`config.mk`:
```
export PLATFORM = sky130hd
export DESIGN_NAME = cmp_sweep_driver
export DESIGN_NICKNAME = d
export VERILOG_FILES = /design/src/rtl/cmp_sweep_driver.sv
export SDC_FILE = /design/constraint.sdc
export NUM_CORES = 1
export LEC_CHECK = 0
export BUFFER_PORTS_ARGS = -buffer_cell sky130_fd_sc_hd__buf_2
export CELL_PAD_IN_SITES_DETAIL_PLACEMENT = 1
export CELL_PAD_IN_SITES_GLOBAL_PLACEMENT = 1
export CORE_UTILIZATION = 38
export DETAILED_ROUTE_END_ITERATION = 16
export GPL_TIMING_DRIVEN = 0
export PLACE_DENSITY_LB_ADDON = 0.1
export SYNTH_ARGS = -nofsm -noshare
export SYNTH_HDL_FRONTEND = slang
export SYNTH_SLANG_ARGS = --single-unit
```
`constraint.sdc`:
```
create_clock -name clk -period 2.6 [get_ports clk]
set_clock_uncertainty 0.15 [all_clocks]
set_input_delay 0.78 -clock clk [delete_from_list [all_inputs] [get_ports clk]]
set_output_delay 0.78 -clock clk [all_outputs]
set_load 0.01 [all_outputs]
```
`src/rtl/cmp_sweep_driver.sv`:
```
// cmp_sweep_driver
// On-chip self-test sequencer for a WIDTH-bit magnitude comparator.
// It drives every (p, q) operand pair into the comparator and samples the
// EQL/LTR results. Each result is checked against a built-in golden model.
// Reported results are pass/fail, a mismatch count and the first failing pair.
//
// Each pair takes two cycles. In DRIVE the operands settle through the
// comparator. In SAMPLE the result is checked at the closing clock edge.
// A full sweep therefore takes 2^(2*WIDTH+1) cycles.
//
// Optional build macro: CMP_SWEEP_STOP_ON_FAIL_EN
//   Defined   : the first mismatch ends the sweep. The failing operands stay
//               on p_out/q_out and err_count reads 1.
//   Undefined : the full sweep always runs and every mismatch is counted.
// Fault-free behaviour is identical in both builds.

module cmp_sweep_driver #(
    parameter int WIDTH = 4
) (
    input  logic                 clk,
    input  logic                 rst_n,
    input  logic                 start,
    output logic [WIDTH-1:0]     p_out,
    output logic [WIDTH-1:0]     q_out,
    input  logic                 eql_in,
    input  logic                 ltr_in,
    output logic                 busy,
    output logic                 done,
    output logic                 pass,
    output logic [2*WIDTH:0]     err_count,
    output logic [WIDTH-1:0]     fail_p,
    output logic [WIDTH-1:0]     fail_q
);

    // Operand counter width ({p, q}) and error counter width.
    // The error counter is one bit wider so it can hold 2^(2*WIDTH) without saturating.
    localparam int CW = 2 * WIDTH;
    localparam int EW = CW + 1;

    localparam logic [CW-1:0] CNT_ONE  = CW'(1);
    localparam logic [EW-1:0] ERR_ONE  = EW'(1);

    typedef enum logic [1:0] {
        ST_IDLE   = 2'd0,
        ST_DRIVE  = 2'd1,
        ST_SAMPLE = 2'd2,
        ST_DONE   = 2'd3
    } state_t;

    // Golden comparator: a mismatch occurs if either output disagrees with the expected relation.
    // This also flags the illegal case where EQL and LTR are both high.
    function automatic logic cmp_mismatch(
        input logic [WIDTH-1:0] p,
        input logic [WIDTH-1:0] q,
        input logic             eql,
        input logic             ltr
    );
        logic exp_eql;
        logic exp_ltr;
        exp_eql = (p == q);
        exp_ltr = (p < q);
        return (eql != exp_eql) || (ltr != exp_ltr);
    endfunction

    // Sweep-end detection: the last pair is the all-ones operand word.
    function automatic logic is_last_pair(input logic [CW-1:0] cnt);
        return (cnt == {CW{1'b1}});
    endfunction

    state_t            state_q, state_d;
    logic [CW-1:0]     cnt_q, cnt_d;
    logic [EW-1:0]     err_q, err_d;
    logic [WIDTH-1:0]  fail_p_q, fail_p_d;
    logic [WIDTH-1:0]  fail_q_q, fail_q_d;
    logic              busy_q, busy_d;
    logic              done_q, done_d;
    logic              pass_q, pass_d;
    logic              mismatch_s;
    logic [WIDTH-1:0]  cur_p_s;
    logic [WIDTH-1:0]  cur_q_s;

    // Split the operand counter: p is the upper half and q is the lower half.
    // Therefore q wraps into p as in a concatenated add.
    assign cur_p_s = cnt_q[CW-1:WIDTH];
    assign cur_q_s = cnt_q[WIDTH-1:0];

    // Next-state, counter and result update logic for the sweep FSM.
    always_comb begin
        state_d    = state_q;
        cnt_d      = cnt_q;
        err_d      = err_q;
        fail_p_d   = fail_p_q;
        fail_q_d   = fail_q_q;
        mismatch_s = 1'b0;

        case (state_q)
            ST_IDLE, ST_DONE: begin
                if (start) begin
                    cnt_d    = '0;
                    err_d    = '0;
                    fail_p_d = '0;
                    fail_q_d = '0;
                    state_d  = ST_DRIVE;
                end else begin
                    state_d  = state_q;
                end
            end

            ST_DRIVE: begin
                // Operands are held for a full cycle so the comparator can settle.
                state_d = ST_SAMPLE;
            end

            ST_SAMPLE: begin
                mismatch_s = cmp_mismatch(cur_p_s, cur_q_s, eql_in, ltr_in);
                if (mismatch_s) begin
                    err_d = err_q + ERR_ONE;
                    if (err_q == '0) begin
                        fail_p_d = cur_p_s;
                        fail_q_d = cur_q_s;
                    end else begin
                        fail_p_d = fail_p_q;
                        fail_q_d = fail_q_q;
                    end
                end else begin
                    err_d = err_q;
                end

`ifdef CMP_SWEEP_STOP_ON_FAIL_EN
                // Leave the failing operands on the outputs for debug.
                if (mismatch_s) begin
                    state_d = ST_DONE;
                end else if (is_last_pair(cnt_q)) begin
                    state_d = ST_DONE;
                end else begin
                    cnt_d   = cnt_q + CNT_ONE;
                    state_d = ST_DRIVE;
                end
`else
                if (is_last_pair(cnt_q)) begin
                    state_d = ST_DONE;
                end else begin
                    cnt_d   = cnt_q + CNT_ONE;
                    state_d = ST_DRIVE;
                end
`endif
            end

            default: begin
                state_d = ST_IDLE;
            end
        endcase
    end

    // Status flags are derived from the next state so they are registered alongside it.
    always_comb begin
        busy_d = (state_d == ST_DRIVE) || (state_d == ST_SAMPLE);
        done_d = (state_d == ST_DONE);
        if (state_d == ST_DONE) begin
            pass_d = (err_d == '0);
        end else begin
            pass_d = 1'b0;
        end
    end

    // State and result registers; asynchronous reset discards any partial sweep.
    always_ff @(posedge clk or negedge rst_n) begin
        if (!rst_n) begin
            state_q  <= ST_IDLE;
            cnt_q    <= '0;
            err_q    <= '0;
            fail_p_q <= '0;
            fail_q_q <= '0;
            busy_q   <= 1'b0;
            done_q   <= 1'b0;
            pass_q   <= 1'b0;
        end else begin
            state_q  <= state_d;
            cnt_q    <= cnt_d;
            err_q    <= err_d;
            fail_p_q <= fail_p_d;
            fail_q_q <= fail_q_d;
            busy_q   <= busy_d;
            done_q   <= done_d;
            pass_q   <= pass_d;
        end
    end

    assign p_out     = cur_p_s;
    assign q_out     = cur_q_s;
    assign busy      = busy_q;
    assign done      = done_q;
    assign pass      = pass_q;
    assign err_count = err_q;
    assign fail_p    = fail_p_q;
    assign fail_q    = fail_q_q;

endmodule

```
After elaboration in Yosys (flattened, before gate mapping) --
Index checks and enable logic that the tools add are counted.
Word-level totals: register bits 30, bits in latches 0, bits in writable memories 0, ROM bits 0, output and inout port bits 28, logic and storage cells 51, memories kept 0
Cells by class: add/sub/neg operators 2, multipliers 0, divide/modulo/power cells 0, order comparisons 1, equality and inequality tests 14, shift-type cells 0, multiplexer cells 17, bitwise logic cells 0, reduce and logical (&&, ||, !) cells 9
Operator list (count):
- 4-bit 2-to-1 mux | 5
- 9-bit logical NOT | 2
- 9-bit 2-to-1 mux | 2
- 9-bit one-hot mux with 2 select lines | 1
- 8-bit 2-to-1 mux | 2
- 4-bit one-hot mux with 2 select lines | 2
- 8-bit one-hot mux with 2 select lines | 1
- 9-bit by 1-bit adder with 9-bit output, second input constant | 1
- 8-bit by 1-bit adder with 8-bit output, second input constant | 1
- 2-bit equality test, second input constant | 4
- 8-bit equality test, second input constant | 1
- 2-bit != test, second input constant | 4
- 2-bit one-hot mux with 3 select lines | 1
- 2-bit by 1-bit equality test with 1-bit output, second input constant | 2
- 4-bit equality test | 1
- 4-bit < comparator | 1
- 2-bit 2-to-1 mux | 2
- 4-bit AND reduction | 1
- 3-bit AND reduction | 1
- 2-bit logical NOT | 1
- 1-bit logical OR | 2
- 1-bit != test | 2
- 2-bit nonzero test | 1
- 2-bit OR reduction | 1
- 1-bit 2-to-1 mux | 1

Logic depth before layout (Yosys ltp) --
depth in word-level cells 7, depth in mapped cells 11, mapped depth without buffers 10

Worst setup path before layout --
OpenSTA, ideal clock, no wires.
kind register -> register, from reg cnt_q[4], to reg pass_q, in the netlist pass, arrival time 2.543 ns, data required time 2.354 ns, path slack -0.189 ns, cell stages (with the launch flop) 12, period minus slack after synthesis 2.789 ns, cells stage by stage dfrtp_1 > clkbuf_1 > inv_1 > ha_1 > inv_1 > a21o_1 > a2111o_1 > buf_6 > a31oi_1 > mux2_1 > a22o_1 > nor4_2
Between the ends: longest elaborated chain between the ends 7, elaborated cells on any way between the ends 13
RTL lines:
- from (decl) | RTL line 71 | logic [CW-1:0] cnt_q, cnt_d;
- from (signal assigned) | RTL line 179 | cnt_q <= cnt_d;
- 4-bit < comparator or 4-bit equality test (tied branches) | RTL line 61, 60
- 1-bit != test | RTL line 62 | return (eql != exp_eql) || (ltr != exp_ltr);
- 1-bit logical OR (*) | RTL line 62
- 9-bit 2-to-1 mux (*) | RTL line 116 | if (mismatch_s) begin
- 9-bit one-hot mux with 2 select lines (*) | RTL line 96 | case (state_q)
- named net err_d[4] | RTL line 72 | logic [EW-1:0] err_q, err_d;
- 9-bit logical NOT (*) | RTL line 160 | pass_d = (err_d == '0);
- 1-bit 2-to-1 mux (*) | RTL line 159 | if (state_d == ST_DONE) begin
- named net pass_d | RTL line 77 | logic pass_q, pass_d;
- to (signal assigned) | RTL line 185 | pass_q <= pass_d;
- to (decl) | RTL line 77
Mark *: on every way through the listed nets, which the timed path passes. The rest lies on a longest branch. A chain may end at the register's enable or synchronous reset.

Worst setup path in the final report --
from reg cnt_q[5], to reg pass_q, in the netlist pass
The elaborated chain is that of the path after synthesis.

==> impl_metrics.toml <==
[critical_path]
startpoint_type = "flop"
critPathRequiredTime_ps = 2630
reg2reg_depth = 8
arrival_ps = 2670
critical_path_class = "reg -> reg"
r2r_start = "cnt_q[5]"
crit_start = "cnt_q[5]"
cp_max_fo = 5
rrSetupSlack_ps = -40
r2r-end = "pass"
endpoint_kind = "flop"

[synthesis]
synth_edf_count = 0
synth_area_per_cell_um2 = 9.032
ys_seq_area_share_pct = 39.58
yosysUniqueCellTypes = 47
synth.most_common_cell = "dfrtp_1"
netlist_top_cells_count = "30 x dfrtp_1, 22 x inv_1, 20 x nand2_1, 13 x o21ai_0, 12 x nor2_1"
ys_warn_count = 0
syn_nets = 225
synth.area.top_cells = "dfrtp_1 40%, ha_1 6.6%, inv_1 4.4%"
yosysTopAreaCell = "dfrtp_1"
synthCells = 210
async_flop_share_pct = 100.0
ys_ff_latch = 30
synth_top_area_share_pct = 39.58
netlist_area_um2 = 1897
ys.flop_type = "dfrtp_1"

[grt]
grt_pass1_wl_um = 8970
gr-total-overflow = 0
grt_max_degree = 31
grt_pass1_vias = 1813
grt_usage_pct = 22.42
antenna_found_initial = 0

[sta]
timing.final.ws_setup_ps = -38.70
period_share_pct = 101.5
slew_headroom_pct = 53.14
hold_viol = 0
worstMarginPinSlew_ps = 702.9
fmax_mhz = 379.0
rsz0062_at_grt = "yes"
finalMaxSlewViolations = 0
fin_crit_ps = 2639
setup_viol = 1

[finish]
drive_above_1_share_pct = 35.21
final_area_um2 = 2505
syn_to_final_growth_pct = 32.06
nets = 281
fin_cells = 334
num_antenna_cells = 0

[min_path]
hp-class = "reg -> reg"
hold-path-cell-count = 2
worstHoldStart = "fail_p[2]"
worstHoldEndpoint = "fail_p[2]"

[drt]
wl_per_cell_um = 16.54
first_pass_iters = 4
viasPerCell = 5.401
finalWirelength_um = 5525
drc = 0
vias = 1804
postRouteAntennaNets = 0
drt_iter0_markers = 109

[clock_network]
path_clk_slew_ps = 70
cts_max_level = 2
cts_sinks = 30
root_buffer = "clkbuf_8"
clock_latency_ps = 280
clock_path_buffers = 2
cts_buffers = 5
cts_tree = "built"

[power]
p_sw_uw = 619.0
peakVddDrop_mv = 0.3870
seqPwrFrac_pct = 39.9
p_per_area_nw_per_um2 = 647.7
p_clk_share_pct = 22.7
power_frac_comb_pct = 37.4
power_leakage_nw = 1.201
p_int_mw = 1.003
switching_share_pct = 38.15

[outcome]
status = "finished with violations"
violations = "setup timing"

[placed_design]
dp_cells = 309
gp_congestion = 0.8540
portBuffers = 32
post-place-ws_ps = -584.0
dpl_cell_area_um2 = 2166
hpwl_um = 3681

[floorplanning]
std_cell_rows = 25
dieArea_um2 = 5278
die_w_um = 72.65
die_h_um = 72.65
ioPinCount = 33
core_area_um2 = 4755
initial_core_util_pct = 39.89

[run]
maxCapViolCount = 0
-- how the worst max path moves through the flow --
| stage | to | slack [ps] | depth (start not counted) |
|---|---|---|---|
| after floorplan | pass | 60 | 11 |
| after global placement | pass | -500 | 11 |
| after detailed placement | pass | -580 | 11 |
| after CTS | pass | -40 | 9 |
| after global routing | pass | -120 | 9 |
| final | pass | -40 | 8 |
-- cells by family after synthesis --
logic type / synth area share, %
muxes: 5.409
adders and majority gates: 6.596
xor gates and xnor gates: 2.243
and+or+nand+nor: 17.74
DFF: 39.58
buffers and inverters: 6.728
AOI/OAI and AO/OA: 21.70
-- power by group through the flow --
stage | registers (mW) | clock network [mW] | logic [mW]
6_report | 0.648 | 0.368 | 0.607
5_1_grt | 0.663 | 0.395 | 0.671
4_1_cts | 0.648 | 0.378 | 0.581
3_5_place_dp | 0.656 | 0 | 0.545
3_3_place_gp | 0.655 | 0 | 0.538
2_1_floorplan | 0.685 | 0 | 0.320
-- routing by layer --
metal	vias to the layer above	global-route usage, %	share of wire (%)
met5	-	0	0
met4	0	8.279	1.8
met3	9	3.453	4.3
met2	47	36.66	46
met1	884	30.03	48
li1	864	-	-
-- stage by stage --
stage               utilization (%)  power (mW)  hold WS (ps)  TNS (ps)
global placement              45.55       1.192         353.7     -1168
detailed placement            45.55       1.201         360.5     -1069
finish                        52.68       1.622         365.3    -38.70
floorplan                         -       1.005         334.4         0
CTS                           51.34       1.606         371.1    -44.16
global route                  52.68       1.729         391.7    -145.0
-- layout make-up --
cell class | count | area (um^2)
sequential | 30 | 758.2
fill | 593 | 2250
clock buffer | 6 | 72.57
buffer | 7 | 47.55
multi-input combinational | 148 | 1144
tap | 67 | 83.83
inverter | 23 | 86.33
timing repair buffer | 51 | 302.8
clock inverter | 2 | 10.01
-- timing repair --
action | CTS | global route
hold buffers | 0 | 0
pin swaps | 9 | 9
setup endpoints to repair | 14 | 16
resized for setup | 16 | 13
buffers inserted | 17 | 2
-- critical path, cell delays in order (launching register included) --
cell,delay (ps)
dfrtp_2,440
ha_4,250
a21o_1,190
a2111o_1,380
buf_6,140
a31oi_4,170
mux2_4,320
a22o_1,240
nor4_2,260
-- state kept, by name, indices dropped and copies added, names as in the netlist --
| name | flops |
|---|---|
| busy | 1 |
| pass | 1 |
| fail_p | 4 |
| done | 1 |
| fail_q | 4 |
| err_count | 9 |
| state_q | 2 |
| cnt_q | 8 |
-- placed cells by master (no fill, tap or decap), types with 4 or more instances in the layout --
master    instances
a21oi_1           8
ha_1              6
o21ai_0          13
a31oi_1           4
nand3_1           8
nor3_1            4
inv_1            19
dfrtp_1          24
mux2i_1           8
clkbuf_8          6
nand2_1          20
o21ai_1           4
inv_2             4
dfrtp_2           6
or3_1             4
buf_4            20
a22o_1            5
nor2_1           12
buf_2            32
clkbuf_1          5
Power figures use the tool's default switching activity.
